## src/rtl/boot_loader.sv

```systemverilog
// boot_loader
//   Boot sequencer. On a start pulse it copies IMAGE_WORDS words from a
//   handshaked boot source into instruction memory through active-low
//   CS/WE/OE strobes. When VERIFY is set it reads back and compares each word.
//   The CPU is held in reset (cpu_reset_n=0) until the whole image is loaded.
//
// Ports
//   clock, reset_n       rising-edge clock, asynchronous active-low reset
//   start                one-cycle pulse, accepted only in IDLE/DONE/ERROR
//   src_req/src_addr     source request and word index (0..IMAGE_WORDS-1)
//   src_valid/src_data   source response, honoured in the same cycle
//   mem_addr/mem_wdata   memory address / write data
//   mem_rdata            memory read data, valid the cycle after oe_n low
//   mem_cs_n/we_n/oe_n   active-low memory strobes
//   busy/done/error      load status; done/error are sticky until start/reset
//   error_code/err_addr  01 verify mismatch, 10 source timeout; failing address
//   cpu_reset_n          control-unit reset, high only in DONE
//   dbg_state            current FSM state, for observation only
//
// Source handshake: while src_req is high the block holds src_addr stable and
// accepts the word on the first rising edge where src_valid is high; src_req
// drops on that same edge. src_valid is ignored while src_req is low.
module boot_loader #(
    parameter int                    ADDR_WIDTH  = 32,
    parameter int                    DATA_WIDTH  = 32,
    parameter int                    IMAGE_WORDS = 256,
    parameter logic [ADDR_WIDTH-1:0] BASE_ADDR   = '0,
    parameter int                    ADDR_STRIDE = 1,
    parameter int                    VERIFY      = 1,
    parameter int                    SRC_TIMEOUT = 64
) (
    input  logic                  clock,
    input  logic                  reset_n,
    input  logic                  start,
    output logic                  src_req,
    output logic [ADDR_WIDTH-1:0] src_addr,
    input  logic                  src_valid,
    input  logic [DATA_WIDTH-1:0] src_data,
    output logic [ADDR_WIDTH-1:0] mem_addr,
    output logic [DATA_WIDTH-1:0] mem_wdata,
    input  logic [DATA_WIDTH-1:0] mem_rdata,
    output logic                  mem_cs_n,
    output logic                  mem_we_n,
    output logic                  mem_oe_n,
    output logic                  busy,
    output logic                  done,
    output logic                  error,
    output logic [1:0]            error_code,
    output logic [ADDR_WIDTH-1:0] err_addr,
    output logic                  cpu_reset_n,
    output logic [2:0]            dbg_state
);

    typedef enum logic [2:0] {
        S_IDLE  = 3'd0,
        S_FETCH = 3'd1,
        S_WRITE = 3'd2,
        S_VRD   = 3'd3,
        S_VCMP  = 3'd4,
        S_DONE  = 3'd5,
        S_ERROR = 3'd6
    } state_t;

    localparam int TCNT_W = (SRC_TIMEOUT > 1) ? $clog2(SRC_TIMEOUT) : 1;
    localparam logic [TCNT_W-1:0]     TCNT_LAST = TCNT_W'(SRC_TIMEOUT - 1);
    localparam logic [ADDR_WIDTH-1:0] IDX_LAST  = ADDR_WIDTH'(IMAGE_WORDS - 1);
    localparam logic [ADDR_WIDTH-1:0] STRIDE    = ADDR_WIDTH'(ADDR_STRIDE);

    state_t                state;
    logic [ADDR_WIDTH-1:0] idx;
    logic [TCNT_W-1:0]     tcnt;
    // Running memory address of the current word; wraps naturally.
    logic [ADDR_WIDTH-1:0] addr_cur;

    assign src_addr  = idx;
    assign dbg_state = state;

    always_ff @(posedge clock or negedge reset_n) begin
        if (!reset_n) begin
            state       <= S_IDLE;
            idx         <= '0;
            tcnt        <= '0;
            addr_cur    <= BASE_ADDR;
            src_req     <= 1'b0;
            mem_addr    <= '0;
            mem_wdata   <= '0;
            mem_cs_n    <= 1'b1;
            mem_we_n    <= 1'b1;
            mem_oe_n    <= 1'b1;
            busy        <= 1'b0;
            done        <= 1'b0;
            error       <= 1'b0;
            error_code  <= 2'b00;
            err_addr    <= '0;
            cpu_reset_n <= 1'b0;
        end else begin
            case (state)
                S_IDLE, S_DONE, S_ERROR: begin
                    if (start) begin
                        state       <= S_FETCH;
                        idx         <= '0;
                        tcnt        <= '0;
                        addr_cur    <= BASE_ADDR;
                        src_req     <= 1'b1;
                        busy        <= 1'b1;
                        done        <= 1'b0;
                        error       <= 1'b0;
                        error_code  <= 2'b00;
                        err_addr    <= '0;
                        cpu_reset_n <= 1'b0;
                    end
                end

                S_FETCH: begin
                    // A word arriving on the last allowed cycle still wins
                    // over the timeout.
                    if (src_valid) begin
                        state     <= S_WRITE;
                        src_req   <= 1'b0;
                        mem_wdata <= src_data;
                        mem_addr  <= addr_cur;
                        mem_cs_n  <= 1'b0;
                        mem_we_n  <= 1'b0;
                    end else if (tcnt == TCNT_LAST) begin
                        state      <= S_ERROR;
                        src_req    <= 1'b0;
                        busy       <= 1'b0;
                        error      <= 1'b1;
                        error_code <= 2'b10;
                    end else begin
                        tcnt <= tcnt + 1'b1;
                    end
                end

                S_WRITE: begin
                    mem_we_n <= 1'b1;
                    if (VERIFY != 0) begin
                        // Keep chip select low and turn straight into a read.
                        state    <= S_VRD;
                        mem_oe_n <= 1'b0;
                    end else begin
                        mem_cs_n <= 1'b1;
                        if (idx == IDX_LAST) begin
                            state       <= S_DONE;
                            busy        <= 1'b0;
                            done        <= 1'b1;
                            cpu_reset_n <= 1'b1;
                        end else begin
                            state    <= S_FETCH;
                            idx      <= idx + 1'b1;
                            tcnt     <= '0;
                            addr_cur <= addr_cur + STRIDE;
                            src_req  <= 1'b1;
                        end
                    end
                end

                S_VRD: begin
                    state    <= S_VCMP;
                    mem_cs_n <= 1'b1;
                    mem_oe_n <= 1'b1;
                end

                S_VCMP: begin
                    // mem_wdata still holds the word that was just written.
                    if (mem_rdata != mem_wdata) begin
                        state      <= S_ERROR;
                        busy       <= 1'b0;
                        error      <= 1'b1;
                        error_code <= 2'b01;
                        err_addr   <= mem_addr;
                    end else if (idx == IDX_LAST) begin
                        state       <= S_DONE;
                        busy        <= 1'b0;
                        done        <= 1'b1;
                        cpu_reset_n <= 1'b1;
                    end else begin
                        state    <= S_FETCH;
                        idx      <= idx + 1'b1;
                        tcnt     <= '0;
                        addr_cur <= addr_cur + STRIDE;
                        src_req  <= 1'b1;
                    end
                end

                default: begin
                    state <= S_IDLE;
                end
            endcase
        end
    end

endmodule

```

## config.mk

```make
export PLATFORM = sky130hd
export DESIGN_NAME = boot_loader
export DESIGN_NICKNAME = d
export VERILOG_FILES = /design/src/rtl/boot_loader.sv
export SDC_FILE = /design/constraint.sdc
export NUM_CORES = 1
export LEC_CHECK = 0
export CAP_MARGIN = 25
export CORE_MARGIN = 8
export CORE_UTILIZATION = 30
export DETAILED_ROUTE_END_ITERATION = 10
export SLEW_MARGIN = 20
export SYNTH_ARGS = -nofsm -noshare
export SYNTH_HDL_FRONTEND = slang
export SYNTH_SLANG_ARGS = --single-unit
```

## constraint.sdc

```tcl
create_clock -name clock -period 4.6 [get_ports clock]
set_input_delay 0.69 -clock clock [delete_from_list [all_inputs] [get_ports clock]]
set_output_delay 0.69 -clock clock [all_outputs]
set_load 0.005 [all_outputs]
```

# Yosys cells after proc, flatten, opt, wreduce, memory -nomap -nowiden
# Cells that the tools add are included.
# Widths: inputs -> output; s select.
# word_totals
register_bits,178
latchBits,0
ram_bits,0
mem_bits_ro,0
word_cells,104
memories,0
# op_classes
n_addsub,3
multipliers,0
div_mod_pow,0
order_cmp,0
eq_ne,20
shifts,0
mux,48
bitwise_logic,0
n_reduce_logical,18
# op_table
op,n
$mux 32,6
$pmux 32 s2,3
$add 32x1->32 const B,2
$eq 32x8->1 const B,1
$ne 32x32->1,1
$mux 6,5
$ne 2x2->1 const B,9
$pmux 6 s3,1
$mux 1,15
$mux 3,5
$pmux 3 s5,1
$reduce_and 5->1,3
$eq 3x3->1 const B,3
$pmux 1 s3,3
$mux 2,4
$pmux 1 s2,4
$reduce_and 2->1,4
$reduce_and 4->1,2
$reduce_bool 2->1,4
$add 6x1->6 const B,1
$eq 3x2->1 const B,2
$eq 6x6->1 const B,1
$ne 3x3->1 const B,2
$pmux 2 s3,1
other kinds (6),6

# Logic depth before layout (Yosys ltp)
# Gate-level depths: netlist (run 1).
# logic_depth
depth_word,4
mapped_depth,10

# Worst setup path before layout (run 1)
# No wires, ideal clock.
# synth_path
path_kind,in2reg
start,in mem_rdata[20]
end,reg tcnt[4]
arrival_time_ns,2.415
slack_ns,2.048
stages,9
path_cell_list,xor2_1 nor4_1 nand4_1 o21ba_1 clkbuf_1 clkbuf_1 clkbuf_1 o41ai_1 o31ai_1
# synth_between
elab_chain_len,3
# synth_lines
item,line,text
"start, declared",41,"input logic [DATA_WIDTH-1:0] mem_rdata,"
$ne 32x32->1,166,if (mem_rdata != mem_wdata) begin
$ne 2x2->1 (no source line),-,
$reduce_and 6->1 (no source line),-,
"end signal, assigned",131,tcnt <= tcnt + 1'b1;
"end, declared",71,logic [TCNT_W-1:0] tcnt;
# Every way passes these cells.
# A chain may end at the register's enable or synchronous reset.

# Final worst setup path (run 1)
# layout_path
start,in mem_rdata[23]
end,reg addr_cur[22]
# layout_between
elab_chain_len,3
# layout_lines
item,line,text
$ne 32x32->1,166,
$ne 2x2->1 (no source line),-,
$reduce_and 4->1 (no source line),-,
"end signal, assigned",152,addr_cur <= addr_cur + STRIDE;
"end signal, assigned",181,addr_cur <= addr_cur + STRIDE;
"end, declared",73,logic [ADDR_WIDTH-1:0] addr_cur;
# Every way passes these cells.

==> impl_metrics.env, run 1 <==
export IMPL_drtAntennaViolNets=0
export IMPL_slew_headroom_pct=34.3
export IMPL_p_leak_nw=4.67
export IMPL_max_freq_mhz=286
export IMPL_worst_path_max_fanout=74
export IMPL_overflow=0
export IMPL_worstMarginPinSlew_ns=0.986
export IMPL_cpMaxStageDelayCell="nor4_1"
export IMPL_p_per_area_mw_per_mm2=434
export IMPL_dp_hpwl_mm=16.9
export IMPL_cap_violations=0
export IMPL_synth_warnings=0
export IMPL_min_path_type="in2async"
export IMPL_multi_input_area_sq_mm=0.00373
export IMPL_crit_chain="clkdlybuf4s50_1 -> xor2_1 -> nor4_1 -> nand4_1 -> o21ba_4 -> buf_12 -> or4_1 -> a21oi_1"
export IMPL_grt_pass1_wl_mm=39.4
export IMPL_die_y_microns=184
export IMPL_cpPeakStageDelay_ns=0.63
export IMPL_synthCells=770
export IMPL_startpoint_type="input pin"
export IMPL_ff_latch_area_sq_mm=0.00446
export IMPL_period_share_pct=75.9
export IMPL_setup_viol=0
export IMPL_syn_area_sq_mm=0.00843
export IMPL_fin_tns_setup_ns=0
export IMPL_outcome="complete, no violations"
export IMPL_cts_setup_buffers=0
export IMPL_path_delay_family="simple AND/OR/NAND/NOR gates"
export IMPL_io_buffers=208
export IMPL_clock_sinks=178
export IMPL_gp_congestion=0.795
export IMPL_drive_above_1_share_pct=13.0
export IMPL_htreeDepth=4
export IMPL_synth_edf_count=0
export IMPL_fin_worst_skew_ns=0.0149
export IMPL_grt_usage_pct=14.4
export IMPL_async_flop_share_pct=100
export IMPL_crit_arrival_ns=3.82
export IMPL_io_pins=209
export IMPL_grt_max_degree=125
export IMPL_rows=61
export IMPL_critPathKind="in2reg"
export IMPL_setup_slack_ns=1.11
export IMPL_fill_cells=2710
export IMPL_viasPerCell=5.13
export IMPL_final_max_slew_viol_count=0
export IMPL_grt_setup_unrepaired="no"
export IMPL_fin_util_pct=41.5
export IMPL_drt_iter0_drc=557
export IMPL_cp_required_ns=4.93
export IMPL_seq_area_frac_synth_pct=52.9
export IMPL_critPathBufInv=2
export IMPL_synthFlopType="dfrtp_1"
export IMPL_grt_pass1_vias=6839
export IMPL_coreArea_sq_mm=0.0277
export IMPL_ir_drop_v=0.000265
export IMPL_dr_pass1_iters=5
export IMPL_wl_mm=24.3
export IMPL_crit_path_end_kind="register"
export IMPL_stdcell_area_sq_mm=0.0115
export IMPL_clock_latency_ns=0.43
export IMPL_vias=6910
export IMPL_synth_cell_types=53
export IMPL_cts_tree="done"
export IMPL_final_cell_mix="clkdlybuf4s50_1, dfrtp_1, mux2_2, a21oi_1, nand2_1"
export IMPL_placedCellCount=1316
export IMPL_ys_seq_elements=178
export IMPL_grt_antenna_before_repair=0
export IMPL_layout_min_cycle_time_ns=3.49
export IMPL_cts_buffers=17
export IMPL_synth_area_per_cell_sq_um=10.9
export IMPL_diodes=0
export IMPL_drc_errors=0
export IMPL_fin_cells=1348
export IMPL_dpl_cell_area_sq_mm=0.0109
export IMPL_hold_violations=0
export IMPL_synth_fp_nets=841
export IMPL_layout_commonest_cell="clkdlybuf4s50_1"
export IMPL_clkTransAtPathRegs_ns=0.07
export IMPL_initial_core_util_pct=30.4
export IMPL_syn_to_final_growth_pct=36.3
export IMPL_wire_per_inst_microns=18.0
export IMPL_fin_nets=1028
export IMPL_cts_resized=0
export IMPL_cts_hold_buf=0
export IMPL_die_area_sq_mm=0.0337
export IMPL_cts_root_buf="clkbuf_16"
export IMPL_die_w_microns=184
export IMPL_place_ws_ns=0.608
export IMPL_cts_buffer_depth=2
cell usage after synthesis, drive strengths merged, types with 12 or more instances:
cell    instances  share of area, %
clkbuf         42               1.9
dfrtp         175                52
o31ai          35               3.1
nand2          43               1.9
nor2           31               1.4
a21oi          55               3.3
nor4           14               1.1
nand4          26               1.9
mux2           67               9.0
or4            39               3.5
a22o           37               3.8
or3            15               1.1
o21ai          21               1.2
nand3          32               1.9
inv            12              0.53
xor2           32               3.3
per-layer routing:
layer / vias up / wire [microns] / part of all wire [%] / global-route usage (%)
li1: 3288 / - / - / -
met1: 3426 / 10800 / 44 / 18.7
met2: 180 / 11500 / 47 / 23.0
met3: 16 / 1740 / 7.2 / 4.37
met4: 0 / 300 / 1.2 / 4.10
met5: - / 0 / 0 / 0
cell type report:
class / instances / share of cell area [%]
Inverter: 12 / 0.392
Clock buffer: 17 / 3.70
Clock inverter: 15 / 1.49
Multi-Input combinational cell: 530 / 32.4
Timing Repair Buffer: 218 / 19.0
Tap cell: 378 / 4.12
Sequential cell: 178 / 38.8
worst reg2reg max path, stage by stage, from the launching register on:
cell	delay (ns)
dfrtp_1	0.46
ha_1	0.40
nor4b_1	0.38
nand3_1	0.24
or4_1	0.76
nand4b_1	0.69
or4_1	0.21
a21oi_1	0.07
through the flow:
step	power (mW)	hold WS [ns]
CTS	5.08	0.484
global route	5.28	0.440
floorplan	2.79	0.394
detailed placement	3.57	0.477
finish	4.98	0.365
global placement	3.55	0.482
cells by family after synthesis:
group                    synth area share [%]
AO/OA/AOI/OAI                            14.3
XOR/XNOR                                 3.33
adder cells (fa/ha/maj)                 0.445
buffers and inverters                    3.06
flip-flops                               52.9
multiplexers                             9.19
AND/OR/NAND/NOR                          16.8
state kept, by name, summed over array words and instances (netlist names), 2 cells and up:
register and flops:
err_addr 32, error_code 2, addr_cur 32, dbg_state 3, mem_addr 32, tcnt 6
src_addr 32, mem_wdata 32
worst paths after layout:
| path | from | to | slack, ns | depth (start not counted) |
|---|---|---|---|---|
| worst max register to register | src_addr[1]$_DFFE_PN0P_ | addr_cur[22]$_DFFE_PN0P_ | 1.24 | 7 |
| worst max-delay path | mem_rdata[23] | addr_cur[22]$_DFFE_PN0P_ | 1.11 | 8 |
| worst min register to register | err_addr[6]$_DFFE_PN0P_ | err_addr[6]$_DFFE_PN0P_ | 0.50 | 1 |
| worst min-delay path | reset_n | src_addr[19]$_DFFE_PN0P_ | 0.36 | 1 |
| max in group asynchronous | reset_n | err_addr[31]$_DFFE_PN0P_ | 3.32 | 2 |
| min in group clock | err_addr[6]$_DFFE_PN0P_ | err_addr[6]$_DFFE_PN0P_ | 0.50 | 1 |
power breakdown:
group,switching (mW),total (mW),internal (mW)
clock,0.701,1.48,0.776
sequential,0.210,1.98,1.77
combinational,0.769,1.52,0.755
total,1.68,4.98,3.30
Note: power is estimated with default switching activity, not from simulation.
==> inputs of run 2 (changes only) <==
==> constraint.sdc (replaced) <==
create_clock -name clock -period 3.6 [get_ports clock]
set_input_delay 0.54 -clock clock [delete_from_list [all_inputs] [get_ports clock]]
set_output_delay 0.54 -clock clock [all_outputs]
set_load 0.005 [all_outputs]
==> impl_metrics.env, run 2 (synthesized netlist as in run 1, its figures left out) <==
export IMPL_cts_root_buf="clkbuf_16"
export IMPL_cap_violations=0
export IMPL_clock_sinks=178
export IMPL_drive_above_1_share_pct=14.4
export IMPL_whs_ns=0.190
export IMPL_clkPwrFrac_pct=31.1
export IMPL_dr_pass1_iters=5
export IMPL_die_area_sq_mm=0.0337
export IMPL_cpMaxStageDelayCell="or4_1"
export IMPL_max_freq_mhz=344
export IMPL_grt_antenna_before_repair=0
export IMPL_cpPeakStageDelay_ns=0.53
export IMPL_swShare_pct=32.6
export IMPL_layout_commonest_cell="clkdlybuf4s50_1"
export IMPL_wl_mm=24.9
export IMPL_period_share_pct=80.7
export IMPL_die_w_microns=184
export IMPL_crit_path_end_kind="register"
export IMPL_wire_per_inst_microns=18.2
export IMPL_grt_pass1_vias=7065
export IMPL_die_y_microns=184
export IMPL_worst_path_max_fanout=17
export IMPL_reg2reg_depth=9
export IMPL_final_max_slew_viol_count=0
export IMPL_p_int_mw=4.48
export IMPL_hold_violations=0
export IMPL_outcome="complete, no violations"
export IMPL_fin_nets=1045
export IMPL_diodes=0
export IMPL_cts_resized=0
export IMPL_drt_iter0_drc=461
export IMPL_fin_tns_setup_ns=0
export IMPL_cts_buffer_depth=2
export IMPL_seqPwrFrac_pct=38.1
export IMPL_setup_viol=0
export IMPL_worstMarginPinSlew_ns=1.02
export IMPL_rows=61
export IMPL_dp_hpwl_mm=17.6
export IMPL_ir_drop_v=0.000364
export IMPL_overflow=0
export IMPL_io_pins=209
export IMPL_min_path_type="in2async"
export IMPL_cts_tree="done"
export IMPL_layout_min_cycle_time_ns=2.90
export IMPL_drc_errors=0
export IMPL_io_buffers=208
export IMPL_gp_congestion=0.776
export IMPL_r2r_end="addr_cur[29]$_DFFE_PN0P_"
export IMPL_crit_chain="ha_1 -> nor4b_1 -> nand3_1 -> nor4_2 -> buf_4 -> or4_1 -> buf_4 -> or4_1 -> a21oi_1"
export IMPL_crit_arrival_ns=3.27
export IMPL_power_switching_mw=2.17
export IMPL_reg2reg_slack_ns=0.70
export IMPL_grt_max_degree=98
export IMPL_cp_required_ns=3.96
export IMPL_syn_to_final_growth_pct=38.5
export IMPL_cts_buffers=17
export IMPL_grt_pass1_wl_mm=39.9
export IMPL_grt_usage_pct=14.8
export IMPL_drtAntennaViolNets=0
export IMPL_viasPerCell=5.15
export IMPL_coreArea_sq_mm=0.0277
export IMPL_cts_setup_buffers=0
export IMPL_grt_setup_unrepaired="no"
export IMPL_r2r_start="src_addr[0]$_DFFE_PN0P_"
export IMPL_final_cell_mix="clkdlybuf4s50_1, dfrtp_1, mux2_2, a21oi_1, nand2_1"
export IMPL_htreeDepth=4
export IMPL_fin_util_pct=42.1
export IMPL_initial_core_util_pct=30.4
export IMPL_clkTransAtPathRegs_ns=0.07
export IMPL_slew_headroom_pct=31.9
export IMPL_startpoint_type="register"
export IMPL_cts_hold_buf=0
export IMPL_fin_worst_skew_ns=0.0128
export IMPL_critPathKind="reg2reg"
export IMPL_p_per_area_mw_per_mm2=570
export IMPL_vias=7028
export IMPL_pwr_share_comb_pct=30.7
export IMPL_clock_latency_ns=0.44
export IMPL_p_leak_nw=4.79
run 2: routing by layer:
metal	part of all wire [%]	vias up	GRT usage [%]
met2	47	182	23.6
met3	7.1	21	4.66
met5	0	-	0
li1	-	3317	-
met1	44	3508	18.9
met4	1.2	0	4.29
run 2: power groups by stage:
| stage | Combinational, mW | Sequential [mW] | Clock (mW) |
|---|---|---|---|
| floorplan | 1.05 | 2.52 | 0 |
| global placement | 2.07 | 2.57 | 0 |
| detailed placement | 2.07 | 2.58 | 0 |
| CTS | 2.08 | 2.54 | 2.12 |
| global route | 2.24 | 2.59 | 2.20 |
| finish | 2.04 | 2.54 | 2.07 |
run 2: worst max-delay path by stage:
stage,from,to,slack [ns],depth (start not counted)
3_5_place_dp,mem_rdata[23],addr_cur[30]$_DFFE_PN0P_,0.24,9
5_1_grt,src_addr[1]$_DFFE_PN0P_,addr_cur[31]$_DFFE_PN0P_,0.38,9
6_report,src_addr[0]$_DFFE_PN0P_,addr_cur[29]$_DFFE_PN0P_,0.70,9
2_1_floorplan,src_addr[0]$_DFFE_PN0P_,addr_cur[27]$_DFFE_PN0P_,1.15,10
3_3_place_gp,mem_rdata[23],err_addr[4]$_DFFE_PN0P_,0.24,9
4_1_cts,src_addr[0]$_DFFE_PN0P_,addr_cur[29]$_DFFE_PN0P_,0.66,9
run 2: through the flow:
step | worst slack (ns) | instances | instance area [sq um] | total power [mW]
CTS | 0.661 | 1364 | 11700 | 6.75
global route | 0.383 | 1364 | 11700 | 7.02
floorplan | 1.15 | 770 | 8430 | 3.57
global placement | 0.244 | 1333 | 11000 | 4.64
detailed placement | 0.243 | 1333 | 11000 | 4.65
finish | 0.695 | 1364 | 11700 | 6.65
run 2: critical path, delay by kind of cell, from the launching register on:
family	cells	cell delay (ns)
simple gates	5	1.44
fa+ha+maj	1	0.35
flops	1	0.45
compound gates	1	0.15
buf+inv	2	0.42
run 2: final cells by class:
cell class	count	area (sq um)
multi-input combinational	530	3730
clock buffer	17	425
sequential	178	4460
inverter	12	45.0
tap	378	473
fill	2641	16000
clock inverter	14	221
timing repair buffer	235	2330
